### config.mk
export PLATFORM = sky130hd
export DESIGN_NAME = fetch_stage
export DESIGN_NICKNAME = d
export VERILOG_FILES = /design/src/rtl/fetch_stage.sv
export SDC_FILE = /design/constraint.sdc
export NUM_CORES = 1
export LEC_CHECK = 0
export CAP_MARGIN = 20
export CORE_ASPECT_RATIO = 1.4
export CORE_MARGIN = 2
export CORE_UTILIZATION = 51
export DETAILED_ROUTE_END_ITERATION = 7
export GPL_TIMING_DRIVEN = 0
export PLACE_DENSITY = 0.8
export SYNTH_ARGS = -nofsm -noshare
export SYNTH_HDL_FRONTEND = slang
export SYNTH_SLANG_ARGS = --single-unit
### constraint.sdc
create_clock -name clk -period 2.4 [get_ports clk]
set_input_delay 0.48 -clock clk [delete_from_list [all_inputs] [get_ports clk]]
set_output_delay 0.48 -clock clk [all_outputs]
set_load 0.02 [all_outputs]
### src/rtl/fetch_stage.sv
// Instruction-fetch stage: owns the PC, issues synchronous imem reads and
// presents instr / PC+4 to IF/ID, honouring stall, redirect, halt and bad targets.
module fetch_stage #(
    parameter int ADDRESS_WIDTH = 32,
    parameter int DATA          = 32,
    parameter logic [ADDRESS_WIDTH-1:0] RESET_PC = {ADDRESS_WIDTH{1'b0}}
) (
    input  logic                     clk,
    input  logic                     rst,
    input  logic                     stall_i,
    input  logic                     is_taken,
    input  logic [DATA-1:0]          new_addr,
    input  logic                     halt_i,
    output logic                     imem_en,
    output logic [ADDRESS_WIDTH-1:0] imem_addr,
    input  logic [DATA-1:0]          imem_rdata,
    output logic                     if_valid,
    output logic [DATA-1:0]          if_instr,
    output logic [ADDRESS_WIDTH-1:0] if_pc_plus_4,
    output logic                     flush_id,
    output logic                     halted,
    output logic                     err,
    output logic [31:0]              fetch_count,
    output logic [15:0]              redirect_count
);

    typedef enum logic [1:0] {
        ST_RUN    = 2'd0,
        ST_HALTED = 2'd1,
        ST_ERROR  = 2'd2
    } state_t;

    localparam logic [ADDRESS_WIDTH-1:0] PC_STEP = ADDRESS_WIDTH'(4);

    state_t                   state_r, state_s;
    logic [ADDRESS_WIDTH-1:0] pc_r, pc_s;
    logic                     pend_valid_r, pend_valid_s;
    logic [ADDRESS_WIDTH-1:0] pend_pc_r, pend_pc_s;
    logic                     hold_valid_r, hold_valid_s;
    logic [DATA-1:0]          hold_instr_r, hold_instr_s;
    logic [ADDRESS_WIDTH-1:0] hold_pc4_r, hold_pc4_s;
    logic                     if_valid_r, if_valid_s;
    logic [DATA-1:0]          if_instr_r, if_instr_s;
    logic [ADDRESS_WIDTH-1:0] if_pc4_r, if_pc4_s;
    logic                     halted_r, err_r;
    logic [31:0]              fetch_count_r, fetch_count_s;
    logic [15:0]              redirect_count_r, redirect_count_s;
    logic                     imem_en_s;
    logic                     flush_s;

    assign imem_en_s = (state_r == ST_RUN) && !stall_i && !is_taken;
    assign flush_s   = (state_r == ST_RUN) && is_taken;

    // Next-state, delivery and issue decisions for every register
    always_comb begin
        state_s          = state_r;
        pc_s             = pc_r;
        pend_valid_s     = pend_valid_r;
        pend_pc_s        = pend_pc_r;
        hold_valid_s     = hold_valid_r;
        hold_instr_s     = hold_instr_r;
        hold_pc4_s       = hold_pc4_r;
        if_valid_s       = if_valid_r;
        if_instr_s       = if_instr_r;
        if_pc4_s         = if_pc4_r;
        redirect_count_s = redirect_count_r;

        if (if_valid_r && !stall_i) begin
            fetch_count_s = fetch_count_r + 32'd1;
        end else begin
            fetch_count_s = fetch_count_r;
        end

        case (state_r)
            ST_RUN: begin
                if (is_taken) begin
                    // A HALT arriving alongside a redirect is wrong-path, so redirect wins
                    pend_valid_s = 1'b0;
                    hold_valid_s = 1'b0;
                    if_valid_s   = 1'b0;
                    if (new_addr[1:0] == 2'b00) begin
                        pc_s             = ADDRESS_WIDTH'(new_addr);
                        redirect_count_s = redirect_count_r + 16'd1;
                    end else begin
                        state_s = ST_ERROR;
                    end
                end else if (halt_i) begin
                    state_s      = ST_HALTED;
                    pend_valid_s = 1'b0;
                    hold_valid_s = 1'b0;
                    if_valid_s   = 1'b0;
                end else begin
                    if (stall_i) begin
                        if (pend_valid_r) begin
                            hold_valid_s = 1'b1;
                            hold_instr_s = imem_rdata;
                            hold_pc4_s   = pend_pc_r + PC_STEP;
                        end else begin
                            hold_valid_s = hold_valid_r;
                        end
                    end else if (hold_valid_r) begin
                        if_valid_s   = 1'b1;
                        if_instr_s   = hold_instr_r;
                        if_pc4_s     = hold_pc4_r;
                        hold_valid_s = 1'b0;
                    end else if (pend_valid_r) begin
                        if_valid_s = 1'b1;
                        if_instr_s = imem_rdata;
                        if_pc4_s   = pend_pc_r + PC_STEP;
                    end else begin
                        if_valid_s = 1'b0;
                    end

                    pend_valid_s = imem_en_s;
                    if (imem_en_s) begin
                        pend_pc_s = pc_r;
                        pc_s      = pc_r + PC_STEP;
                    end else begin
                        pend_pc_s = pend_pc_r;
                    end
                end
            end
            ST_HALTED, ST_ERROR: begin
                pend_valid_s = 1'b0;
                hold_valid_s = 1'b0;
                if_valid_s   = 1'b0;
            end
            default: begin
                state_s      = ST_ERROR;
                pend_valid_s = 1'b0;
                hold_valid_s = 1'b0;
                if_valid_s   = 1'b0;
            end
        endcase
    end

    // State and output registers with synchronous reset
    always_ff @(posedge clk) begin
        if (rst) begin
            state_r          <= ST_RUN;
            pc_r             <= RESET_PC;
            pend_valid_r     <= 1'b0;
            pend_pc_r        <= {ADDRESS_WIDTH{1'b0}};
            hold_valid_r     <= 1'b0;
            hold_instr_r     <= {DATA{1'b0}};
            hold_pc4_r       <= {ADDRESS_WIDTH{1'b0}};
            if_valid_r       <= 1'b0;
            if_instr_r       <= {DATA{1'b0}};
            if_pc4_r         <= {ADDRESS_WIDTH{1'b0}};
            halted_r         <= 1'b0;
            err_r            <= 1'b0;
            fetch_count_r    <= 32'd0;
            redirect_count_r <= 16'd0;
        end else begin
            state_r          <= state_s;
            pc_r             <= pc_s;
            pend_valid_r     <= pend_valid_s;
            pend_pc_r        <= pend_pc_s;
            hold_valid_r     <= hold_valid_s;
            hold_instr_r     <= hold_instr_s;
            hold_pc4_r       <= hold_pc4_s;
            if_valid_r       <= if_valid_s;
            if_instr_r       <= if_instr_s;
            if_pc4_r         <= if_pc4_s;
            halted_r         <= (state_s == ST_HALTED);
            err_r            <= (state_s == ST_ERROR);
            fetch_count_r    <= fetch_count_s;
            redirect_count_r <= redirect_count_s;
        end
    end

    assign imem_en        = imem_en_s;
    assign imem_addr      = pc_r;
    assign flush_id       = flush_s;
    assign if_valid       = if_valid_r;
    assign if_instr       = if_instr_r;
    assign if_pc_plus_4   = if_pc4_r;
    assign halted         = halted_r;
    assign err            = err_r;
    assign fetch_count    = fetch_count_r;
    assign redirect_count = redirect_count_r;

endmodule

# Word level (Yosys, flattened, before mapping)
# Cells that the tools add are included.
totals:
  register_bits: 247
  latchBits: 0
  ramBits: 0
  rom_bits: 0
  in_bits: 69
  output_inout_bits: 149
  elab_cells: 60
  n_memories: 0
classes:
  addsub: 4
  multipliers: 0
  n_div: 0
  n_lt_le_gt_ge: 0
  eq_ne: 6
  n_shift: 0
  muxes: 14
  bitwise: 4
  reduce_logical: 18
ops:
  columns: ["operator", "n"]
  rows:
  - ["32-bit two-way mux", 8]
  - ["32-bit by 3-bit adder with 32-bit output (second input constant)", 2]
  - ["32-bit by 1-bit adder with 32-bit output (second input constant)", 1]
  - ["16-bit by 1-bit adder with 16-bit output (second input constant)", 1]
  - ["5-bit AND reduction", 2]
  - ["4-bit AND reduction", 2]
  - ["2-bit two-way mux", 3]
  - ["5-bit OR reduction", 1]
  - ["2-bit by 1-bit equality test with 1-bit output (second input constant)", 2]
  - ["2-bit equality test (second input constant)", 2]
  - ["1-bit logical AND", 4]
  - ["2-bit logical NOT", 2]
  - ["1-bit NOT", 4]
  - ["2-bit case mux with 2 select lines", 1]
  - ["2-bit nonzero test", 2]
  - ["4-bit OR reduction", 1]
  - ["3-bit AND reduction", 1]
  - ["1-bit logical NOT", 2]
  - ["1-bit two-way mux", 2]
  - ["2-bit by 1-bit != test with 1-bit output (second input constant)", 1]
  - ["2-bit != test (second input constant)", 1]
  - ["2-bit OR reduction", 1]

# Logic depth before layout (Yosys ltp)
logic_depth:
  word_depth: 6
  mapped_depth: 8
  ltp_nobuf: 6

# Worst setup path after synthesis
# No wires, ideal clock.
synth_path:
  kind: "register -> register"
  startpoint: "register pc_r[2] (netlist: imem_addr[2])"
  endpoint: "register pc_r[24] (netlist: imem_addr[24])"
  setup_time_ns: 0.074
  t_arrival_ns: 2.134
  required_ns: 2.326
  slack_ns: 0.192
  stages_incl_launch_ff: 7
  n_path_buf: 0
  synth_period_minus_slack_ns: 2.208
  cell_sequence: "dfxtp_1 -> ha_1 -> nand4_2 -> nor4_2 -> nand3_1 -> or4_1 -> a31oi_1"
synth_between:
  elab_chain_len: 4
synth_lines:
  columns: ["element", "line_no", "source"]
  rows:
  - ["start, declared", "36", "logic [ADDRESS_WIDTH-1:0] pc_r, pc_s;"]
  - ["start signal, assigned", "156", "pc_r <= pc_s;"]
  - ["32-bit by 3-bit adder with 32-bit output", "117", "pc_s = pc_r + PC_STEP;"]
  - ["32-bit two-way mux", "115", "if (imem_en_s) begin"]
  - ["32-bit two-way mux", "87", "end else if (halt_i) begin"]
  - ["32-bit two-way mux", "76", "if (is_taken) begin"]
# Every way passes these cells. The select of a mux whose other input is x is not followed.
# A chain may end at the register's enable or synchronous reset.

# Final worst setup path
layout_path:
  startpoint: "register state_r[1]"
  endpoint: "register pc_r[18] (netlist: imem_addr[18])"
layout_between:
  elab_chain_len: 5
layout_lines:
  columns: ["element", "line_no", "source"]
  rows:
  - ["start, declared", "35", "state_t state_r, state_s;"]
  - ["start signal, assigned", "155", "state_r <= state_s;"]
  - ["2-bit logical NOT *", "51, 74", null]
  - ["1-bit logical AND (2 in series)", "51", "assign imem_en_s = (state_r == ST_RUN) && !stall_i && !is_taken;"]
  - ["2-bit nonzero test (no source line)", null, null]
  - ["4-bit AND reduction (no source line) *", null, null]
# Every way passes the cells marked *; elsewhere a longest branch is shown, timed or not.

==> impl_metrics.tcl <==
set metrics [dict create \
    status "finished, violations left" \
    violations "DRC" \
    hold_viol_final 0 \
    overflow 0 \
    swShare_pct 23.5 \
    grt_max_degree 16 \
    finClkSkew_ns 0.0190 \
    ant_nets 0 \
    min_period_ns 2.27 \
    rsz0062_at_grt "no" \
    synthArstFlopShare_pct 0 \
    drt_first_iter_violations 777 \
    ys_types 56 \
    fmax_mhz 441 \
    antenna_found_initial 0 \
    maxSlewViolCount 0 \
    synth_top_area_share_pct 45.3 \
    synth-edff-count 0 \
    p_leak_uw 0.00473 \
    drcViolationCount 2 \
    p_seq_share_pct 47.8 \
    tns_ns 0 \
    synth_cells 1308 \
    clockBufferDepth 3 \
    gp_congestion 0.941 \
    ys_ff_latch 247 \
    path_class "register to register" \
    min_path_type "register to register" \
    syn_avg_cell_area_um2 8.34 \
    synth_common_cells "dfxtp_1, nand2_1, nor2_1, a21oi_1, clkbuf_1" \
    r2r_start "state_r[1]" \
    p_clk_share_pct 45.1 \
    hpwl_um 24400 \
    cp_max_fo 10 \
    cts_root_buf "clkbuf_16" \
    clock_latency_ns 0.53 \
    netlist.top_cell.by_area "dfxtp_1" \
    slew-limit-headroom_pct 47.8 \
    numCtsBuffers 24 \
    fin_nets 1622 \
    ys_top_cells_by_area "dfxtp_1, nand2_1, a21oi_1" \
    ir_drop_v 0.000554 \
    arrival_ns 2.71 \
    avgRoutedWirePerCell_um 18.5 \
    row_count 63 \
    synth.most_common_cell "dfxtp_1" \
    crit_path_end_kind "register" \
    drive_gt1_share_pct 5.30 \
    grt_pass1_wl_um 53000 \
    cts_sinks 247 \
    synth-seq-area-share_pct 45.3 \
    hold_slack_ns 0.455 \
    vias 10800 \
    die_w_um 128 \
    power_density_mw_per_mm2 618 \
    worstPathRequired_ns 2.85 \
    hold_start "hold_instr_r[7]" \
    fill_cells 1730 \
    p_sw_uw 2070 \
    cp-start-kind "register" \
    synth_nets 1381 \
    initial_core_util_pct 51.6 \
    grt_pass1_vias 10500 \
    min_period_over_period_pct 94.6 \
    max-cap-violations 0 \
    drt-pass1-iter-count 8 \
    area_growth_pct 30.9 \
    htreeDepth 1 \
    avgViaCountPerCell 5.92 \
    ys_warn_count 0 \
    num_antenna_cells 0 \
    worst_pin_slew_ns 0.783 \
    grt_use_total_pct 28.9 \
    postRouteWirelength_um 33800 \
    power_frac_comb_pct 7.1 \
    cts_tree "yes" \
    intPower_uw 6750 \
    cts_hold_buf 0 \
    ios 218 \
    cp-startpoint "state_r[1]" \
    clkTransAtPathRegs_ns 0.07 \
    fp.coreArea_mm2 0.0211 \
    dieArea_mm2 0.0226 \
    synth_area_mm2 0.0109 \
    setup_viol 0 \
    ys.flop_type "dfxtp_1" \
    dieHeight_um 177 \
    io_buffers 216 \
]
-- cell families (layout without fill, tap and decap cells) --
group / Yosys count / in the layout / share of synthesized area (%)
multiplexers: 49 / 49 / 4.50
flip-flops: 247 / 247 / 45.3
XOR/XNOR: 67 / 67 / 5.38
adder cells (fa/ha/maj): 4 / 4 / 0.459
AND/OR/NAND/NOR: 523 / 523 / 22.7
buffers and inverters: 111 / 369 / 4.25
AO/OA/AOI/OAI: 307 / 307 / 17.3
-- power groups by stage --
stage	Clock, uW	Combinational [uW]	Sequential [uW]
6_report	3980	625	4220
5_1_grt	4140	665	4220
4_1_cts	3980	617	4210
3_5_place_dp	0	611	4300
3_3_place_gp	0	604	4300
2_1_floorplan	0	257	4330
-- registers in the layout, indices dropped and copies added (netlist names) --
signal / cells
hold_valid_r: 1
imem_addr: 32
redirect_count: 16
hold_instr_r: 32
fetch_count: 32
hold_pc4_r: 32
pend_valid_r: 1
state_r: 2
if_valid: 1
if_pc_plus_4: 32
halted: 1
if_instr: 32
pend_pc_r: 32
err: 1
-- worst max-delay path, stage by stage (launching register included) --
cell and delay, ns:
dfxtp_1 0.31, buf_6 0.13, nor4_4 0.41, a22o_1 0.39, clkbuf_1 0.39, buf_2 0.32
nand2_1 0.08, a21oi_1 0.15
-- cell type report --
cell class / instances / area, um2 / area share [%]
tap: 260 / 325 / 2.28
buffer: 93 / 410 / 2.87
clock buffer: 33 / 654 / 4.58
sequential: 247 / 4950 / 34.7
timing repair buffer: 217 / 2160 / 15.1
inverter: 16 / 60.1 / 0.421
multi-input combinational: 950 / 5550 / 38.9
clock inverter: 10 / 164 / 1.15
-- cell usage in the layout, fill, tap and decap left out, types with 7 or more instances in the layout --
cell,n
a21oi_1,128
clkbuf_1,70
clkbuf_16,24
xor2_1,44
clkdlybuf4s50_1,213
mux2i_1,49
o21ai_0,42
nor3_1,13
nor4_1,9
or3_1,10
nand2_1,198
nor2_1,130
buf_2,13
inv_1,16
a211oi_1,54
nand3_1,53
xnor2_1,23
a22oi_1,19
o22ai_1,22
and3_1,23
dfxtp_1,245
and4_1,16
nand4_1,38
clkbuf_2,7
-- routing by layer --
layer	routed length, um	vias to the layer above	global-route usage, %
met5	0	-	0
met4	1430	0	13.7
met3	2600	103	3.87
met2	16900	552	51.8
met1	12800	5016	33.8
li1	-	5142	-
-- timing repair --
action | in CTS | in global routing
gates cloned | 0 | 0
buffers inserted | 0 | 1
pin swaps | 1 | 1
gates resized for setup | 20 | 13
endpoints found under the setup margin | 103 | 38
-- worst paths after layout --
path | slack, ns | endpoint | cells after the start
worst max-delay path | 0.13 | imem_addr[18] | 7
worst min-delay path | 0.45 | hold_instr_r[7] | 2
worst max register to register | 0.13 | imem_addr[18] | 7
worst min register to register | 0.45 | hold_instr_r[7] | 2
-- through the flow --
step | setup slack, ns | utilization [%] | cell area, um2 | std cells | total power [uW]
finish | 0.130 | 67.6 | 14300 | 1826 | 8820
floorplan | 0.192 | - | 10900 | 1308 | 4580
CTS | 0.0599 | 67.5 | 14300 | 1827 | 8810
global route | 0.000716 | 67.6 | 14300 | 1826 | 9030
global placement | -0.851 | 63.4 | 13400 | 1784 | 4910
detailed placement | -0.873 | 63.4 | 13400 | 1784 | 4910
Note: power is estimated with default switching activity, not from simulation.
